$ cat src/rtl/io_stream_fifo_bridge.sv
// IO-bus peripheral bridging the core to a byte-stream engine through TX and RX FIFOs.
// Exposes data, status, level and sticky error ports at configurable port IDs.
module io_stream_fifo_bridge #(
    parameter int unsigned DEPTH         = 16,
    parameter logic [7:0]  PORT_DATA     = 8'h01,
    parameter logic [7:0]  PORT_RX_AVAIL = 8'h02,
    parameter logic [7:0]  PORT_TX_FULL  = 8'h03,
    parameter logic [7:0]  PORT_RX_LVL   = 8'h04,
    parameter logic [7:0]  PORT_TX_LVL   = 8'h05,
    parameter logic [7:0]  PORT_ERR      = 8'h06
) (
    input  logic       clk100,
    input  logic       reset,
    input  logic [7:0] IO_port_ID,
    input  logic [7:0] IO_write_data,
    input  logic       IO_write_strobe,
    input  logic       IO_read_strobe,
    output logic [7:0] IO_read_data,
    output logic [7:0] tx_data,
    output logic       tx_valid,
    input  logic       tx_ready,
    input  logic [7:0] rx_data,
    input  logic       rx_valid,
    output logic       rx_ready
);

    localparam int unsigned AW = $clog2(DEPTH);
    localparam int unsigned CW = AW + 1;

    logic [7:0]    tx_mem_q [DEPTH];
    logic [7:0]    rx_mem_q [DEPTH];

    logic [AW-1:0] tx_wr_ptr_q, tx_wr_ptr_d;
    logic [AW-1:0] tx_rd_ptr_q, tx_rd_ptr_d;
    logic [CW-1:0] tx_cnt_q,    tx_cnt_d;
    logic [AW-1:0] rx_wr_ptr_q, rx_wr_ptr_d;
    logic [AW-1:0] rx_rd_ptr_q, rx_rd_ptr_d;
    logic [CW-1:0] rx_cnt_q,    rx_cnt_d;
    logic          tx_ovf_q,    tx_ovf_d;
    logic          rx_udf_q,    rx_udf_d;

    logic tx_full, tx_empty, rx_full, rx_empty;
    logic rd_data_acc, wr_data_acc, wr_err_acc;
    logic tx_push, tx_pop, rx_push, rx_pop;
    logic tx_ovf_evt, rx_udf_evt;
    logic [7:0] rd_val;

    // FIFO status from registered counts
    always_comb begin
        tx_full  = (tx_cnt_q == CW'(DEPTH));
        tx_empty = (tx_cnt_q == '0);
        rx_full  = (rx_cnt_q == CW'(DEPTH));
        rx_empty = (rx_cnt_q == '0);
    end

    assign tx_valid = ~tx_empty;
    assign rx_ready = ~rx_full;
    assign tx_data  = tx_mem_q[tx_rd_ptr_q];

    // Access decode and transfer qualification
    always_comb begin
        rd_data_acc = IO_read_strobe  && (IO_port_ID == PORT_DATA);
        wr_data_acc = IO_write_strobe && (IO_port_ID == PORT_DATA);
        wr_err_acc  = IO_write_strobe && (IO_port_ID == PORT_ERR);

        tx_pop      = ~tx_empty & tx_ready;
        // A full TX FIFO still accepts a write when the stream pops the same edge
        tx_push     = wr_data_acc & (~tx_full | tx_pop);
        tx_ovf_evt  = wr_data_acc & tx_full & ~tx_pop;

        rx_push     = rx_valid & ~rx_full;
        // Underflow is judged on pre-edge occupancy; a same-cycle push does not rescue it
        rx_pop      = rd_data_acc & ~rx_empty;
        rx_udf_evt  = rd_data_acc & rx_empty;
    end

    // Next-state for pointers, counts and sticky flags
    always_comb begin
        tx_wr_ptr_d = tx_wr_ptr_q;
        tx_rd_ptr_d = tx_rd_ptr_q;
        tx_cnt_d    = tx_cnt_q;
        rx_wr_ptr_d = rx_wr_ptr_q;
        rx_rd_ptr_d = rx_rd_ptr_q;
        rx_cnt_d    = rx_cnt_q;
        tx_ovf_d    = tx_ovf_q;
        rx_udf_d    = rx_udf_q;

        if (tx_push) begin
            tx_wr_ptr_d = tx_wr_ptr_q + AW'(1);
        end
        if (tx_pop) begin
            tx_rd_ptr_d = tx_rd_ptr_q + AW'(1);
        end
        if (tx_push && !tx_pop) begin
            tx_cnt_d = tx_cnt_q + CW'(1);
        end else if (tx_pop && !tx_push) begin
            tx_cnt_d = tx_cnt_q - CW'(1);
        end

        if (rx_push) begin
            rx_wr_ptr_d = rx_wr_ptr_q + AW'(1);
        end
        if (rx_pop) begin
            rx_rd_ptr_d = rx_rd_ptr_q + AW'(1);
        end
        if (rx_push && !rx_pop) begin
            rx_cnt_d = rx_cnt_q + CW'(1);
        end else if (rx_pop && !rx_push) begin
            rx_cnt_d = rx_cnt_q - CW'(1);
        end

        // Clear first, then set, so a same-cycle error wins over its clear
        if (wr_err_acc) begin
            tx_ovf_d = tx_ovf_d & ~IO_write_data[0];
            rx_udf_d = rx_udf_d & ~IO_write_data[1];
        end
        tx_ovf_d = tx_ovf_d | tx_ovf_evt;
        rx_udf_d = rx_udf_d | rx_udf_evt;
    end

    always_ff @(posedge clk100) begin
        if (!reset) begin
            tx_wr_ptr_q <= '0;
            tx_rd_ptr_q <= '0;
            tx_cnt_q    <= '0;
            rx_wr_ptr_q <= '0;
            rx_rd_ptr_q <= '0;
            rx_cnt_q    <= '0;
            tx_ovf_q    <= 1'b0;
            rx_udf_q    <= 1'b0;
        end else begin
            tx_wr_ptr_q <= tx_wr_ptr_d;
            tx_rd_ptr_q <= tx_rd_ptr_d;
            tx_cnt_q    <= tx_cnt_d;
            rx_wr_ptr_q <= rx_wr_ptr_d;
            rx_rd_ptr_q <= rx_rd_ptr_d;
            rx_cnt_q    <= rx_cnt_d;
            tx_ovf_q    <= tx_ovf_d;
            rx_udf_q    <= rx_udf_d;
        end
    end

    // Storage arrays carry no reset; occupancy is governed by the counts alone
    always_ff @(posedge clk100) begin
        if (reset && tx_push) begin
            tx_mem_q[tx_wr_ptr_q] <= IO_write_data;
        end
        if (reset && rx_push) begin
            rx_mem_q[rx_wr_ptr_q] <= rx_data;
        end
    end

    // Read-port mux over registered state
    always_comb begin
        rd_val = 8'h00;
        if (IO_port_ID == PORT_DATA) begin
            rd_val = rx_empty ? 8'h00 : rx_mem_q[rx_rd_ptr_q];
        end else if (IO_port_ID == PORT_RX_AVAIL) begin
            rd_val = rx_empty ? 8'h00 : 8'hFF;
        end else if (IO_port_ID == PORT_TX_FULL) begin
            rd_val = tx_full ? 8'hFF : 8'h00;
        end else if (IO_port_ID == PORT_RX_LVL) begin
            rd_val = 8'(rx_cnt_q);
        end else if (IO_port_ID == PORT_TX_LVL) begin
            rd_val = 8'(tx_cnt_q);
        end else if (IO_port_ID == PORT_ERR) begin
            rd_val = {6'b0, rx_udf_q, tx_ovf_q};
        end
        IO_read_data = IO_read_strobe ? rd_val : 8'h00;
    end

endmodule

$ cat config.mk
export PLATFORM = sky130hd
export DESIGN_NAME = io_stream_fifo_bridge
export DESIGN_NICKNAME = d
export VERILOG_FILES = /design/src/rtl/io_stream_fifo_bridge.sv
export SDC_FILE = /design/constraint.sdc
export NUM_CORES = 1
export LEC_CHECK = 0
export CAP_MARGIN = 40
export CORE_AREA = 2 2 168 170
export DETAILED_ROUTE_END_ITERATION = 7
export DIE_AREA = 0 0 170 172
export GPL_TIMING_DRIVEN = 0
export PLACE_DENSITY = 0.66
export SYNTH_ARGS = -nofsm -noshare
export SYNTH_HDL_FRONTEND = slang
export SYNTH_SLANG_ARGS = --single-unit
export TNS_END_PERCENT = 50
$ cat constraint.sdc
create_clock -name clk100 -period 9.3 [get_ports clk100]
set_input_delay 1.395 -clock clk100 [delete_from_list [all_inputs] [get_ports clk100]]
set_output_delay 1.395 -clock clk100 [all_outputs]
set_load 0.01 [all_outputs]
==> impl_metrics.tcl <==
set metrics [dict create \
    stdcell_area_sq_um 13800 \
    p_comb_share_pct 14.3 \
    core_sq_um 27500 \
    gp_congestion 0.873 \
    clkPwrFrac_pct 37.4 \
    slowest_delay_ns 0.58 \
    antennaDiodeCount 0 \
    rsz0062_at_grt "no" \
    hold_viol_final 0 \
    status "complete, no violations" \
    critPathLaunchType "input port" \
    critPathKind "input port to output pin" \
    finalSetupViolations 0 \
    pwr-share-seq_pct 48.2 \
    cp_cell_sequence "clkdlybuf4s50_1, or4_4, nor4_4, buf_4, o221ai_1, o21a_1, clkdlybuf4s50_1" \
    yosys_most_used_dff "edfxtp_1" \
    tritoncts "yes" \
    min_period_ns 5.31 \
    p_leak_nw 4.37 \
    intPower_mw 2.34 \
    crit_slowest_cell "or4_4" \
    grt.overflow.total 0 \
    h-tree-depth 1 \
    synth_nets 720 \
    cts_root_buffer "clkbuf_16" \
    ant_nets 0 \
    crit_arrival_ns 3.91 \
    drt_wl_total_um 23900 \
    fin_crit_sh_pct 57.1 \
    cts_made_buffers 30 \
    yosys_warnings 0 \
    startpoint "IO_port_ID[5]" \
    crit_end "IO_read_data[3]" \
    tightestPinTransition_ns 0.890 \
    first_pass_iters 5 \
    cp_max_fo 10 \
    hpwlAfterDp_um 16700 \
    r2r-end "rx_cnt_q[4]" \
    final_max_slew_viol_count 0 \
    dpl_cell_area_sq_um 12900 \
    reg2reg_depth 11 \
    antenna_found_initial 0 \
    fin_setup_tns_ns 0 \
    grt_pass1_vias 6380 \
    p_per_area_nw_per_um2 222 \
    grt_pass1_wl_um 36800 \
    worst-r2r-setup-slack_ns 6.17 \
    ir_worst_vdd_uv 146 \
    post_drt_wl_per_cell_um 21.3 \
    cts.sinks 292 \
    ys_seq_elements 292 \
    async_flop_share_pct 0 \
    syn_area_sq_um 12000 \
    first_iter_violations 654 \
    dp_slack_ns 3.99 \
    drive_gt1_share_pct 17.4 \
    grt_start_max_net_pins 18 \
    die_h_um 172 \
    power_mw 3.07 \
    fin_worst_skew_ns 0.0229 \
    portBuffers 45 \
    p_sw_mw 0.729 \
    r2r-start "rx_cnt_q[0]" \
    io_pins 48 \
    gr-usage-all-layers_pct 16.8 \
    synth.lib_cells_used.distinct 47 \
    yosysSeqAreaShare_pct 70.3 \
    worst_slack_ns 3.99 \
    drv_cap 0 \
    synth_edf_count 256 \
    cts_setup_buffers 0 \
    holdBufCountCts 0 \
    path_clk_slew_ns 0.06 \
    die-area_sq_um 29200 \
    row_count 61 \
    hold_path.class "flip-flop to flip-flop" \
    vias 6102 \
    syn_inst 669 \
    required_ns 7.91 \
    p_sw_share_pct 23.7 \
    fmax_mhz 188 \
    die_x_um 170 \
    drc_errors 0 \
    synth_area_per_cell_sq_um 17.9 \
    relSlewSlack_pct 40.7 \
    area_delta_synth_final_pct 15.7 \
    fillCellCount 2252 \
    nets 803 \
    cpMostUsedCell "clkdlybuf4s50_1" \
    critPathCaptureType "output pin" \
    cts_resized 0 \
    avgViaCountPerCell 5.44 \
    clk_path_buf_depth 3 \
    worstSkewPairLatency_ns 0.55 \
    start_util_pct 43.6 \
]
Yosys cell counts (2+ instances only):
master    count  area share [%]
and2_1       21             1.1
a31oi_1       6            0.31
nand4_1       5            0.26
o221ai_1      5            0.37
xor2_1        3            0.22
mux4_2       65              12
nand3b_1      7            0.44
nor3_1        3            0.13
and3_1        3            0.16
buf_4         4            0.25
nand3_1      10            0.42
nor3b_1       2            0.13
nor2_1       42             1.3
edfxtp_1    256              64
o21a_1       10            0.63
nand2b_1      5            0.26
fa_1          2            0.33
mux2i_1      40             3.3
nor2b_1       8            0.42
a21oi_1       7            0.29
buf_2         9            0.38
o21ai_0       9            0.38
inv_1        13            0.41
a21boi_0      6            0.38
ha_1         19             2.0
buf_1         2           0.063
clkbuf_1     13            0.41
or3_1         3            0.16
dfxtp_1      36             6.0
xnor2_1      12            0.88
nand2_1      27            0.85
per-stage QoR:
step,hold WS [ns],std cells,utilization [%]
floorplan,0.470,669,-
global placement,0.501,1060,46.8
detailed placement,0.508,1064,46.9
CTS,0.519,1120,50.4
global route,0.555,1122,50.4
finish,0.521,1122,50.4
metal layers:
metal  routed length, um  share of wire (%)  global-route usage, %  vias to the layer above
met3                1180                4.9                   2.66                       37
met4                 556                2.3                   4.68                        0
li1                    -                  -                      -                     2797
met2               12100                 51                   29.4                      168
met5                   0                  0                      0                        -
met1               10100                 42                   21.9                     3100
worst min path at each step:
stage	startpoint	end	slack (ns)	cells after the start
2_1_floorplan	tx_rd_ptr_q[3]	flip-flop	0.47	2
3_3_place_gp	tx_wr_ptr_q[1]	tx_wr_ptr_q[1]	0.50	2
3_5_place_dp	tx_cnt_q[4]	tx_cnt_q[4]	0.51	2
4_1_cts	tx_cnt_q[4]	tx_cnt_q[4]	0.52	2
5_1_grt	tx_wr_ptr_q[3]	tx_wr_ptr_q[3]	0.55	2
6_report	tx_rd_ptr_q[3]	tx_rd_ptr_q[3]	0.52	2
cells in the final DEF, fill, tap and decap left out, types with 10 or more instances in the layout:
cell | synthesis | routed
edfxtp_1 | 256 | 256
mux4_2 | 65 | 65
clkdlybuf4s50_1 | 0 | 45
nor2_1 | 42 | 42
mux2i_1 | 40 | 40
dfxtp_1 | 36 | 36
clkbuf_16 | 0 | 30
nand2_1 | 27 | 27
clkbuf_1 | 13 | 26
and2_1 | 21 | 21
ha_1 | 19 | 19
inv_1 | 13 | 13
xnor2_1 | 12 | 12
buf_4 | 4 | 10
nand3_1 | 10 | 10
o21a_1 | 10 | 10
power by group through the flow:
stage	clock network (mW)	registers [mW]	logic (mW)
after detailed placement	0	1.51	0.447
after global routing	1.23	1.49	0.486
after CTS	1.17	1.48	0.449
final	1.15	1.48	0.440
after global placement	0	1.51	0.430
after floorplan	0	1.50	0.303
final cells by class:
class | instances | area, sq um | area share [%]
Buffer | 29 | 141 | 1.02
Clock buffer | 45 | 827 | 5.97
Clock inverter | 11 | 128 | 0.921
Inverter | 14 | 52.6 | 0.379
Multi-Input combinational cell | 334 | 3360 | 24.3
Sequential cell | 292 | 8410 | 60.7
Tap cell | 346 | 433 | 3.13
Timing Repair Buffer | 51 | 495 | 3.58
worst max-delay path, delay by kind of cell:
family                 cells  cell delay, ns
buffers and inverters      3            1.13
AND/OR/NAND/NOR            2            0.93
AO/OA/AOI/OAI              2            0.44
state kept, by name (all words and copies together), names as in the netlist, 4 cells and up, named ones only:
name         flops
rx_wr_ptr_q      4
rx_rd_ptr_q      4
rx_cnt_q         5
tx_cnt_q         5
tx_rd_ptr_q      4
tx_mem_q       128
tx_wr_ptr_q      4
rx_mem_q       128
logic make-up (layout without fill, tap and decap cells):
logic type | after synthesis | count (layout) | share of synthesized area [%]
flops | 292 | 292 | 70.3
simple gates | 144 | 144 | 6.35
mux | 105 | 105 | 15.6
compound gates | 49 | 49 | 2.77
buf+inv | 43 | 150 | 1.62
fa+ha+maj | 21 | 21 | 2.32
xor+xnor | 15 | 15 | 1.10
No activity file was read; power rests on OpenSTA's default activity.
